## config.mk

```make
export PLATFORM = sky130hd
export DESIGN_NAME = recv_cpx_chunks_flat
export DESIGN_NICKNAME = d
export VERILOG_FILES = /design/src/rtl/recv_cpx_chunks_if.sv /design/src/rtl/recv_cpx_chunks.sv /design/src/flat_wrapper.sv
export SDC_FILE = /design/constraint.sdc
export NUM_CORES = 1
export LEC_CHECK = 0
export CORE_AREA = 2 2 139 141
export DETAILED_ROUTE_END_ITERATION = 8
export DIE_AREA = 0 0 141 143
export MAX_ROUTING_LAYER = met4
export PLACE_DENSITY = 0.65
export REMOVE_ABC_BUFFERS = 1
export SYNTH_ARGS = -nofsm -noshare
export SYNTH_HDL_FRONTEND = slang
export SYNTH_SLANG_ARGS = --single-unit
```

## constraint.sdc

```tcl
create_clock -name clk -period 2.2 [get_ports clk]
set_input_delay 0.22 -clock clk [delete_from_list [all_inputs] [get_ports clk]]
set_output_delay 0.22 -clock clk [all_outputs]
set_load 0.01 [all_outputs]
```

## src/rtl/recv_cpx_chunks_if.sv

```systemverilog
// Chunk-stream and packet-handshake bundle for recv_cpx_chunks.
// master = upstream source / downstream consumer side, slave = the receiver.
interface recv_cpx_chunks_if #(
  parameter int PKT_WORDS = 5,
  parameter int ERR_W     = 8
) ();
  logic [63:0]             chunk_in;
  logic                    chunk_empty;
  logic                    chunk_read;
  logic [32*PKT_WORDS-1:0] pkt;
  logic                    pkt_valid;
  logic                    pkt_ack;
  logic                    err_pulse;
  logic [ERR_W-1:0]        err_cnt;

  modport master (
    output chunk_in, chunk_empty, pkt_ack,
    input  chunk_read, pkt, pkt_valid, err_pulse, err_cnt
  );

  modport slave (
    input  chunk_in, chunk_empty, pkt_ack,
    output chunk_read, pkt, pkt_valid, err_pulse, err_cnt
  );
endinterface

```

## src/rtl/recv_cpx_chunks.sv

```systemverilog
// Reassembles {ctrl,data} chunks into PKT_WORDS-word packets with a valid/ack hold stage.
// Define RECV_CPX_ERRCNT_EN to build the saturating protocol-error counter.
module recv_cpx_chunks #(
  parameter int PKT_WORDS = 5,
  parameter int VALID_BIT = 4,
  parameter int SOP_BIT   = 3,
  parameter int ERR_W     = 8
) (
  input  logic             clk,
  input  logic             rst_n,
  recv_cpx_chunks_if.slave bus
);

  localparam int PKT_W = 32 * PKT_WORDS;
  localparam int CNT_W = $clog2(PKT_WORDS + 1);

  localparam logic [1:0] IDLE     = 2'd0;
  localparam logic [1:0] ASSEMBLE = 2'd1;
  localparam logic [1:0] HOLD     = 2'd2;

  logic [1:0]       state_q, state_d;
  logic [CNT_W-1:0] cnt_q, cnt_d;
  logic [PKT_W-1:0] pkt_q, pkt_d;
  logic             pkt_valid_q, pkt_valid_d;
  logic             err_pulse_q, err_pulse_d;

  logic             pop;
  logic             is_valid;
  logic             is_sop;
  logic             wr_en;
  logic [CNT_W-1:0] wr_idx;
  logic [31:0]      data;

  assign bus.chunk_read = ~bus.chunk_empty & (state_q != HOLD);
  assign pop            = bus.chunk_read;
  assign is_valid       = bus.chunk_in[32+VALID_BIT];
  assign is_sop         = is_valid & bus.chunk_in[32+SOP_BIT];
  assign data           = bus.chunk_in[31:0];

  // Pads (valid bit clear) fall through every branch untouched.
  always_comb begin
    state_d     = state_q;
    cnt_d       = cnt_q;
    err_pulse_d = 1'b0;
    wr_en       = 1'b0;
    wr_idx      = '0;
    case (state_q)
      IDLE: begin
        if (pop && is_valid) begin
          if (is_sop) begin
            wr_en   = 1'b1;
            cnt_d   = CNT_W'(1);
            state_d = ASSEMBLE;
          end else begin
            err_pulse_d = 1'b1;
          end
        end
      end
      ASSEMBLE: begin
        if (pop && is_valid) begin
          wr_en = 1'b1;
          if (is_sop) begin
            err_pulse_d = 1'b1;
            cnt_d       = CNT_W'(1);
          end else begin
            wr_idx = cnt_q;
            cnt_d  = cnt_q + CNT_W'(1);
            if (cnt_q == CNT_W'(PKT_WORDS - 1)) state_d = HOLD;
          end
        end
      end
      HOLD: begin
        if (bus.pkt_ack) begin
          state_d = IDLE;
          cnt_d   = '0;
        end
      end
      default: begin
        state_d = IDLE;
        cnt_d   = '0;
      end
    endcase
    pkt_valid_d = (state_d == HOLD);
  end

  // Word k occupies the k-th 32-bit slot counting down from the MSB.
  always_comb begin
    pkt_d = pkt_q;
    for (int k = 0; k < PKT_WORDS; k++) begin
      if (wr_en && (wr_idx == CNT_W'(k))) pkt_d[PKT_W-1-32*k -: 32] = data;
    end
  end

  always_ff @(posedge clk or negedge rst_n) begin
    if (!rst_n) begin
      state_q     <= IDLE;
      cnt_q       <= '0;
      pkt_q       <= '0;
      pkt_valid_q <= 1'b0;
      err_pulse_q <= 1'b0;
    end else begin
      state_q     <= state_d;
      cnt_q       <= cnt_d;
      pkt_q       <= pkt_d;
      pkt_valid_q <= pkt_valid_d;
      err_pulse_q <= err_pulse_d;
    end
  end

  assign bus.pkt       = pkt_q;
  assign bus.pkt_valid = pkt_valid_q;
  assign bus.err_pulse = err_pulse_q;

`ifdef RECV_CPX_ERRCNT_EN
  logic [ERR_W-1:0] err_cnt_q, err_cnt_d;

  // Counts alongside the error strobe and sticks at all-ones.
  always_comb begin
    err_cnt_d = err_cnt_q;
    if (err_pulse_d && (err_cnt_q != {ERR_W{1'b1}})) err_cnt_d = err_cnt_q + ERR_W'(1);
  end

  always_ff @(posedge clk or negedge rst_n) begin
    if (!rst_n) err_cnt_q <= '0;
    else        err_cnt_q <= err_cnt_d;
  end

  assign bus.err_cnt = err_cnt_q;
`else
  assign bus.err_cnt = '0;
`endif

endmodule

```

## src/flat_wrapper.sv

```systemverilog
// flat-port wrapper written by rule: the top's interface ports become plain ports
module recv_cpx_chunks_flat 
#(
  parameter int PKT_WORDS = 5,
  parameter int VALID_BIT = 4,
  parameter int SOP_BIT   = 3,
  parameter int ERR_W     = 8
)
  (clk, rst_n, bus_chunk_in, bus_chunk_empty, bus_pkt_ack, bus_chunk_read, bus_pkt, bus_pkt_valid, bus_err_pulse, bus_err_cnt);
  recv_cpx_chunks_if #(.PKT_WORDS(PKT_WORDS), .ERR_W(ERR_W)) bus_i ();
  input  logic clk;
  input  logic rst_n;
  input wire logic [$bits(bus_i.chunk_in)-1:0] bus_chunk_in;
  input wire logic [$bits(bus_i.chunk_empty)-1:0] bus_chunk_empty;
  input wire logic [$bits(bus_i.pkt_ack)-1:0] bus_pkt_ack;
  output wire logic [$bits(bus_i.chunk_read)-1:0] bus_chunk_read;
  output wire logic [$bits(bus_i.pkt)-1:0] bus_pkt;
  output wire logic [$bits(bus_i.pkt_valid)-1:0] bus_pkt_valid;
  output wire logic [$bits(bus_i.err_pulse)-1:0] bus_err_pulse;
  output wire logic [$bits(bus_i.err_cnt)-1:0] bus_err_cnt;
  assign bus_i.chunk_in = bus_chunk_in;
  assign bus_i.chunk_empty = bus_chunk_empty;
  assign bus_i.pkt_ack = bus_pkt_ack;
  assign bus_chunk_read = bus_i.chunk_read;
  assign bus_pkt = bus_i.pkt;
  assign bus_pkt_valid = bus_i.pkt_valid;
  assign bus_err_pulse = bus_i.err_pulse;
  assign bus_err_cnt = bus_i.err_cnt;
  recv_cpx_chunks #(.PKT_WORDS(PKT_WORDS), .VALID_BIT(VALID_BIT), .SOP_BIT(SOP_BIT), .ERR_W(ERR_W)) u_core (.clk(clk), .rst_n(rst_n), .bus(bus_i));
endmodule
```

Word-level counts from Yosys, hierarchy flattened

Index checks and enable logic that the tools add are counted.

Register bits: 167
Output and inout bits: 171
Logic and storage cells: 58

Reductions and logical operators: 9
Bitwise gates (word level): 3
Add/sub/neg operators: 1
Muxes and demuxes: 23
Equal/unequal tests: 13

Operators by type and width:

| kind                                                  | count |
|---|---|
| two-way mux 3 bit                                     | 8 |
| two-way mux 2 bit                                     | 6 |
| one-hot mux 3 bit (3 select lines)                    | 1 |
| == test 3 x 2 -> 1 bit, second input constant         | 2 |
| == test 3 bit, second input constant                  | 2 |
| logical AND 1 bit                                     | 6 |
| inequality test 2 x 1 -> 1 bit, second input constant | 3 |
| one-hot mux 2 bit (3 select lines)                    | 1 |
| two-way mux 1 bit                                     | 5 |
| == test 2 bit, second input constant                  | 2 |
| inequality test 2 bit, second input constant          | 2 |
| one-hot mux 1 bit (2 select lines)                    | 2 |
| AND reduction 4 bit                                   | 1 |
| adder 3 x 1 -> 3 bit, second input constant           | 1 |
| == test 3 x 1 -> 1 bit, second input constant         | 1 |
| logical NOT 3 bit                                     | 1 |
| AND 1 bit                                             | 2 |
| == test 2 x 1 -> 1 bit, second input constant         | 1 |
| logical NOT 2 bit                                     | 1 |
| NOT 1 bit                                             | 1 |

Longest topological paths before layout

Gate-level depths: netlist (run 1).

Depth after elaboration: 7
Mapped depth: 6

Worst setup path after synthesis (run 1)

OpenSTA, ideal clock, no wires.

Path kind: flip-flop to flip-flop
From: register u_core.state_q[1]
To: register u_core.pkt_q[65], in the netlist u_core.bus.pkt[65]
Required time: 2.075 ns
Buffers on the path: 3
Cell stages (with the launch flop): 7
Setup slack: 0.435 ns
Period minus slack after synthesis: 1.765 ns
Library setup time: 0.125 ns
Arrival time: 1.641 ns
Cells stage by stage: dfrtp_1 > clkbuf_1 > nor2b_1 > and4_1 > clkbuf_1 > buf_4 > mux2_2

Longest elaborated chain between the ends: 7
Elaborated cells between the ends (all ways): 12
Classes of those cells: eq/ne: 3; mux: 5; bitwise: 1; reduce/logical: 3

Ends and longest elaborated chain:

| element                | line                                         | RTL |
|---|---|---|
| from (decl)            | recv_cpx_chunks.sv:21                        | `logic [1:0] state_q, state_d;` |
| from (signal assigned) | recv_cpx_chunks.sv:102                       | `state_q <= state_d;` |
| inequality test 2 bit  | recv_cpx_chunks.sv:34                        | `assign bus.chunk_read = ~bus.chunk_empty & (state_q != HOLD);` |
| AND 1 bit              | recv_cpx_chunks.sv:34                        |  |
| logical AND 1 bit      | recv_cpx_chunks.sv:49, recv_cpx_chunks.sv:60 |  |
| two-way mux 3 bit      | recv_cpx_chunks.sv:60                        | `if (pop && is_valid) begin` |
| two-way mux 3 bit      | recv_cpx_chunks.sv:47                        | `case (state_q)` |
| == test 3 x 2 -> 1 bit | recv_cpx_chunks.sv:90                        | `if (wr_en && (wr_idx == CNT_W'(k))) pkt_d[PKT_W-1-32*k -: 32] = data;` |
| logical AND 1 bit *    | recv_cpx_chunks.sv:90                        |  |
| to (signal assigned)   | recv_cpx_chunks.sv:104                       | `pkt_q <= pkt_d;` |
| to (decl)              | recv_cpx_chunks.sv:23                        | `logic [PKT_W-1:0] pkt_q, pkt_d;` |

Every way passes the cells marked *; elsewhere a longest branch is shown, timed or not.
A chain may end at the register's enable or synchronous reset.

Worst setup path in the final report (run 1)

From: register u_core.state_q[0]
To: output bus_chunk_read

Longest elaborated chain between the ends: 2

Ends and longest elaborated chain:

| element               | line                  | RTL |
|---|---|---|
| inequality test 2 bit | recv_cpx_chunks.sv:34 |  |
| AND 1 bit             | recv_cpx_chunks.sv:34 |  |
| to (decl)             | flat_wrapper.sv:16    | `output wire logic [$bits(bus_i.chunk_read)-1:0] bus_chunk_read;` |

No other way between the ends.

==> results of run 1 <==
==> worst max-delay path, stage by stage, from the launching register on <==
cell and delay [ns]:
dfrtp_1 0.48, inv_1 0.09, a21oi_1 0.13, clkdlybuf4s50_1 0.56
==> per-stage QoR <==
stage / total power (W) / instances / cell area, um^2 / util / hold slack (ns)
CTS: 0.0132 / 862 / 9450 / 0.509 / 0.388
global route: 0.0137 / 862 / 9450 / 0.509 / 0.422
global placement: 0.00992 / 830 / 8840 / 0.476 / 0.254
detailed placement: 0.0101 / 830 / 8840 / 0.476 / 0.268
finish: 0.0130 / 862 / 9450 / 0.509 / 0.373
floorplan: 0.00692 / 378 / 6320 / - / -0.0756
==> registers in the layout, indices dropped and copies added, names as in the netlist <==
register and count:
u_core.bus.err_pulse 1, u_core.bus.pkt 160, u_core.bus.pkt_valid 1, u_core.cnt_q 3, u_core.state_q 2
==> power groups by stage <==
stage          Sequential, W  Combinational, W  Clock [W]
6_report             0.00505           0.00492    0.00306
5_1_grt              0.00522           0.00523    0.00326
4_1_cts              0.00507           0.00500    0.00314
3_5_place_dp         0.00511           0.00497          0
3_3_place_gp         0.00503           0.00488          0
2_1_floorplan        0.00560           0.00132          0
==> logic make-up after synthesis <==
logic type | count (synthesis) | synth area share
adders and majority gates | 2 | 0.00387
and+or+nand+nor | 21 | 0.0236
other | 1 | 0.000580
DFF | 167 | 0.646
muxes | 163 | 0.283
buffers and inverters | 31 | 0.0298
xor gates and xnor gates | 1 | 0.00135
AOI/OAI and AO/OA | 11 | 0.0110
==> per-layer routing <==
layer,up-vias,part of all wire,global-route usage
li1,1830,-,-
met1,2089,0.44,0.208
met2,159,0.48,0.268
met3,22,0.064,0.0516
met4,0,0.018,0.0600
met5,-,0,-
==> area by class of cell <==
cell class,instances,area share
Clock buffer,21,0.0487
Clock inverter,10,0.0151
Inverter,5,0.00199
Multi-Input combinational cell,206,0.225
Sequential cell,167,0.442
Tap cell,234,0.0310
Timing Repair Buffer,219,0.237
==> synth_stat cells <==
| cell type | number | area, um^2 |
|---|---|---|
| o31ai_1 | 2 | 15.0 |
| dfrtp_1 | 167 | 4180 |
| mux2i_1 | 2 | 20.0 |
| xnor2_1 | 1 | 8.76 |
| buf_2 | 10 | 50.1 |
| nand2b_1 | 2 | 12.5 |
| nor4bb_1 | 1 | 10.0 |
| and3_1 | 1 | 6.26 |
| or3_1 | 1 | 6.26 |
| nor4b_1 | 1 | 8.76 |
| and4_1 | 1 | 8.76 |
| conb_1 | 1 | 3.75 |
| a2bb2oi_1 | 1 | 8.76 |
| nor2_1 | 1 | 3.75 |
| a21boi_0 | 1 | 7.51 |
| nand4_1 | 2 | 12.5 |
| or3b_4 | 1 | 11.3 |
| or2_2 | 1 | 6.26 |
| nor3b_1 | 1 | 7.51 |
| a21oi_1 | 3 | 15.0 |
| nand3_1 | 1 | 5.00 |
| nor2b_1 | 4 | 25.0 |
| clkbuf_1 | 2 | 7.51 |
| buf_6 | 3 | 33.8 |
| ha_1 | 2 | 25.0 |
| mux2_1 | 3 | 33.8 |
| nor4_4 | 1 | 21.3 |
| mux2_2 | 158 | 1780 |
| nand2_1 | 2 | 7.51 |
| inv_1 | 5 | 18.8 |
| o211ai_1 | 2 | 15.0 |
| buf_4 | 11 | 82.6 |
| o21ai_0 | 2 | 10.0 |
==> final timing paths <==
kind | start | endpoint | depth (start not counted)
min in group clk | bus_pkt_ack | u_core.bus.pkt_valid$_DFF_PN0_ | 2
max in group asynchronous | rst_n | u_core.bus.pkt[6]$_DFFE_PN0P_ | 3
max | u_core.state_q[0]$_DFF_PN0_ | bus_chunk_read | 3
min | rst_n | u_core.bus.pkt[63]$_DFFE_PN0P_ | 2
max reg2reg | u_core.state_q[0]$_DFF_PN0_ | u_core.bus.pkt[85]$_DFFE_PN0P_ | 4
min reg2reg | u_core.bus.pkt[155]$_DFFE_PN0P_ | u_core.bus.pkt[155]$_DFFE_PN0P_ | 1
==> repair_timing <==
action                                 4_1_cts  5_1_grt
hold buffers                                 1        0
setup endpoints to repair                    0        0
endpoints found under the hold margin       60        0
setup buffers                                0        0
==> flow_metrics.py, run 1 <==
metrics = {
    "yosys": {
        "synthesis.area_um2": 6470,
        "yosysWarnings": 0,
        "synthCells": 397,
        "synth-seq-cells": 167,
        "ys_seq_area_frac": 0.646,
        "yosysUniqueCellTypes": 33,
        "synth_area_per_cell_um2": 16.3,
    },
    "cts": {
        "clk_path_buf_depth": 2,
        "cts_root_buffer": "clkbuf_16",
        "cts_buffers": 17,
        "clock-sinks": 167,
        "cts_tree": "yes",
        "h-tree-depth": 4,
        "path_clk_slew_ns": 0.06,
        "clkLatencyLatePin_ns": 0.42,
        "cts_resized": 0,
    },
    "cells_and_area": {
        "nFillCells": 1581,
        "seqCellArea_um2": 4180,
        "nets": 686,
        "diodes": 0,
        "final_layout_size_suffix_gt1_frac": 0.334,
        "multiInputGateArea_um2": 2120,
        "most-common-layout-cells": "199 x clkdlybuf4s50_1, 167 x dfrtp_1, 158 x mux2_2",
        "final_common_cell": "clkdlybuf4s50_1",
        "syn2layout_area_growth_pct": 46.2,
    },
    "placement": {
        "dp_slack_ns": -0.0306,
        "place_hpwl_um": 11100,
        "port_buffers": 200,
        "routabilityCongestion": 0.752,
    },
    "min_path": {
        "hold_path.class": "primary input to async pin",
    },
    "routing": {
        "vias": 4100,
        "wire_per_inst_um": 18.7,
        "drc": 0,
        "via_per_inst": 4.76,
        "drtIter0Drc": 124,
        "drt_pass1_iterations": 5,
        "finalWirelength_um": 16100,
        "antenna_left": 0,
    },
    "timing": {
        "slew_headroom": 0.583,
        "slew_violations": 0,
        "min_period_ns": 1.90,
        "rsz0062_at_grt": "no",
        "worstMarginPinSlew_ns": 0.625,
        "fin_setup_tns_ns": 0,
        "fin_crit_sh": 0.862,
        "setup_violations": 0,
        "skew_ns": 0.00679,
        "worst_slack_ns": 0.303,
        "finalHoldViolCount": 0,
        "fmax_ghz": 0.527,
    },
    "critical_path": {
        "worst-path-max-fanout": 9,
        "arrival_ns": 1.68,
        "cp.required_ns": 1.98,
        "endpoint_kind": "primary output",
        "cp-start-kind": "flop",
        "rrSetupSlack_ns": 0.33,
        "worstSetupPathType": "flop to primary output",
    },
    "global_routing": {
        "grt_max_degree": 66,
        "grt_overflow": 0,
        "grt_pass1_vias": 4395,
        "grtUsageTotal": 0.170,
        "antenna_found_initial": 0,
        "grt_pass1_wl_um": 25300,
    },
    "power": {
        "power_density_nw_per_um2": 1380,
        "switching_share": 0.286,
        "power_leakage_nw": 4.24,
        "p_int_w": 0.00931,
        "comb_power_share": 0.378,
        "ir_drop_mv": 0.563,
        "pwr-share-clk": 0.235,
        "p_switching_w": 0.00373,
        "share_seq_of_total_power": 0.388,
    },
    "floorplanning": {
        "die_h_um": 143,
        "rows": 50,
        "core_area_um2": 18600,
        "initial_core_util": 0.348,
        "die_w_um": 141,
        "design.portCount": 239,
        "dieArea_um2": 20200,
    },
    "outcome": {
        "status": "completed",
    },
    "flow_run": {
        "drv_cap": 0,
    },
}
(Power assumes the default switching activity.)
==> run 2, diff against run 1 <==
--- a/config.mk
+++ b/config.mk
@@ -5,11 +5,12 @@
 export SDC_FILE = /design/constraint.sdc
 export NUM_CORES = 1
 export LEC_CHECK = 0
-export CORE_AREA = 2 2 139 141
+export ABC_AREA = 1
+export CORE_AREA = 2 2 142 144
 export DETAILED_ROUTE_END_ITERATION = 8
-export DIE_AREA = 0 0 141 143
+export DIE_AREA = 0 0 144 146
+export DONT_BUFFER_PORTS = 1
 export MAX_ROUTING_LAYER = met4
-export PLACE_DENSITY = 0.65
 export REMOVE_ABC_BUFFERS = 1
 export SYNTH_ARGS = -nofsm -noshare
 export SYNTH_HDL_FRONTEND = slang
==> run 2 against run 1 <==
Total power down 15%. The flow now finishes with violations (hold timing). Area after synthesis grew 3.7%. Utilization fell by 9.5 points. Via count grew 19%. Cell count is 21% higher. Setup slack got worse by 0.027 ns.
==> flow_metrics.py, run 2 <==
metrics = {
    "outcome": {
        "status": "complete, but fails checks",
        "violations": "hold timing",
    },
    "critical_path": {
        "crit-reg2reg-launch": "u_core.state_q[1]$_DFF_PN0_",
        "rrSetupSlack_ns": 0.28,
        "worst-r2r-cell-count": 7,
        "worst-path-max-fanout": 22,
        "endpoint_kind": "flop",
        "critPathTopFamily": "simple AND/OR/NAND/NOR gates",
        "reg2reg_to": "u_core.bus.pkt[47]$_DFFE_PN0P_",
        "critPathSlowestCell": "dfrtp_1",
        "crit_path_cell_trace": "inv_2 > nand4_2 > nor2_4 > nand3_4 > buf_4 > nand2_1 > o21ai_1",
        "cpPeakStageDelay_ns": 0.47,
        "cp-start-kind": "flop",
        "cp.required_ns": 2.50,
        "arrival_ns": 2.23,
        "cp_num_buf_inv": 2,
        "worstSetupPathType": "flop to flop",
    },
    "cts": {
        "cts_resized": 0,
        "postCtsSetupBuffers": 0,
        "cts_tree": "yes",
        "clock-sinks": 167,
        "path_clk_slew_ns": 0.06,
        "h-tree-depth": 4,
        "clk_path_buf_depth": 2,
        "cts_hold_buf": 34,
        "cts_root_buffer": "clkbuf_16",
        "clkLatencyLatePin_ns": 0.42,
        "cts_buffers": 17,
    },
    "cells_and_area": {
        "diodes": 0,
        "seqCellArea_um2": 4180,
        "final_layout_size_suffix_gt1_frac": 0.0982,
        "nets": 831,
        "syn2layout_area_growth_pct": 19.4,
        "final_common_cell": "nand2_1",
        "nFillCells": 1912,
        "most-common-layout-cells": "269 x nand2_1, 167 x dfrtp_1, 98 x nand3_1",
        "largest_reg_flops": 160,
        "multiInputGateArea_um2": 2130,
    },
    "yosys": {
        "synth_area_per_cell_um2": 9.21,
        "synth_top_area_frac": 0.623,
        "synth_edf_count": 0,
        "synthCells": 728,
        "yosysTopAreaCell": "dfrtp_1",
        "ys_async_sr_fraction": 1.00,
        "synthTopCellsByArea": "dfrtp_1 62%, nand2_1 15%, nand3_1 7.4%",
        "yosysWarnings": 0,
        "synth-seq-cells": 167,
        "synth_ff_type": "dfrtp_1",
        "yosysUniqueCellTypes": 25,
        "ys_seq_area_frac": 0.623,
        "yosysMostFrequentCell": "nand2_1",
        "synthesis.area_um2": 6700,
        "synthTopCellsByCount": "270 x nand2_1, 167 x dfrtp_1, 99 x nand3_1, 64 x o21ai_1, 42 x inv_1",
    },
    "timing": {
        "fin_setup_tns_ns": 0,
        "rsz0062_at_grt": "no",
        "fin_crit_sh": 0.875,
        "slew_violations": 0,
        "min_period_ns": 1.92,
        "whs_ns": -0.503,
        "fmax_ghz": 0.520,
        "skew_ns": 0.0156,
        "finalHoldViolCount": 167,
        "setup_violations": 0,
    },
    "global_routing": {
        "grt_pass1_wl_um": 28500,
        "antenna_found_initial": 0,
        "grt_pass1_vias": 4913,
        "grtUsageTotal": 0.182,
        "grt_max_degree": 168,
        "grt_overflow": 0,
    },
    "floorplanning": {
        "dieArea_um2": 21000,
        "core_area_um2": 19300,
        "design.portCount": 239,
        "die_h_um": 146,
        "die_w_um": 144,
        "rows": 51,
        "initial_core_util": 0.347,
    },
    "power": {
        "power_leakage_nw": 4.12,
        "ir_drop_mv": 0.685,
        "power_density_nw_per_um2": 1380,
        "finalPower_w": 0.0111,
    },
    "flow_run": {
        "drv_cap": 0,
    },
    "routing": {
        "finalWirelength_um": 18200,
        "drc": 0,
        "drtIter0Drc": 246,
        "via_per_inst": 4.72,
        "vias": 4899,
        "antenna_left": 0,
        "drt_pass1_iterations": 4,
        "wire_per_inst_um": 17.5,
    },
    "min_path": {
        "hold_path.class": "primary input to async pin",
    },
    "placement": {
        "port_buffers": 0,
        "routabilityCongestion": 0.760,
        "place_hpwl_um": 11700,
    },
}
-- run 2: changes by cell type in the layout (fill, tap and decap cells not counted), sizes merged, moves of 40 or more --
cell / before / now
inv: 8 / 48
nand2: 2 / 273
mux2: 161 / 0
nand3: 1 / 103
clkdlybuf4s50: 199 / 0
o21ai: 2 / 69
-- run 2: final cells by class --
type	instances	area share
Clock buffer	22	0.0605
Inverter	47	0.0220
Sequential cell	167	0.522
Multi-Input combinational cell	473	0.266
Clock inverter	10	0.0178
Tap cell	265	0.0414
Timing Repair Buffer	55	0.0700
-- run 2: through the flow --
| stage | instance area, um^2 | hold WS, ns | setup WS, ns | std cells | utilization |
|---|---|---|---|---|---|
| floorplan | 6470 | -0.0756 | -0.331 | 687 | - |
| global placement | 7040 | -0.0724 | 0.273 | 973 | 0.364 |
| detailed placement | 7040 | -0.0723 | 0.253 | 973 | 0.364 |
| CTS | 8000 | -0.526 | 0.243 | 1039 | 0.414 |
| global route | 8000 | -0.535 | 0.115 | 1039 | 0.414 |
| finish | 8000 | -0.503 | 0.276 | 1039 | 0.414 |
-- run 2: how the worst max path moves through the flow --
stage | startpoint | to | cells past startpoint | slack (ns)
after CTS | u_core.state_q[1]$_DFF_PN0_ | u_core.bus.pkt[47]$_DFFE_PN0P_ | 7 | 0.24
after global routing | u_core.state_q[1]$_DFF_PN0_ | u_core.bus.pkt[50]$_DFFE_PN0P_ | 7 | 0.12
after detailed placement | u_core.state_q[1]$_DFF_PN0_ | u_core.bus.pkt[55]$_DFFE_PN0P_ | 7 | 0.25
after floorplan | u_core.state_q[0]$_DFF_PN0_ | u_core.bus.pkt[0]$_DFFE_PN0P_ | 8 | -0.33
final | u_core.state_q[1]$_DFF_PN0_ | u_core.bus.pkt[47]$_DFFE_PN0P_ | 7 | 0.28
after global placement | u_core.state_q[1]$_DFF_PN0_ | u_core.bus.pkt[42]$_DFFE_PN0P_ | 7 | 0.27
-- run 2: where the power goes --
group          internal (W)  switching, W  total [W]
registers           0.00436       0.00166    0.00603
clock network       0.00192       0.00123    0.00315
logic              0.000773       0.00111    0.00189
-- run 2: cells by family (layout without fill, tap and decap cells) --
logic type,after synthesis,count (layout),synth area share
compound gates,72,72,0.0538
fa+ha+maj,2,2,0.00373
buf+inv,95,134,0.0655
flops,167,167,0.623
other cells,1,8,0.000559
simple gates,391,391,0.253
-- run 2: layer usage --
metal / global-route usage / wire length [um] / vias to the layer above
met1: 0.229 / 7840 / 2338
met3: 0.0556 / 1580 / 17
met2: 0.286 / 8590 / 168
li1: - / - / 2376
met4: 0.0505 / 208 / 0
met5: - / 0 / -
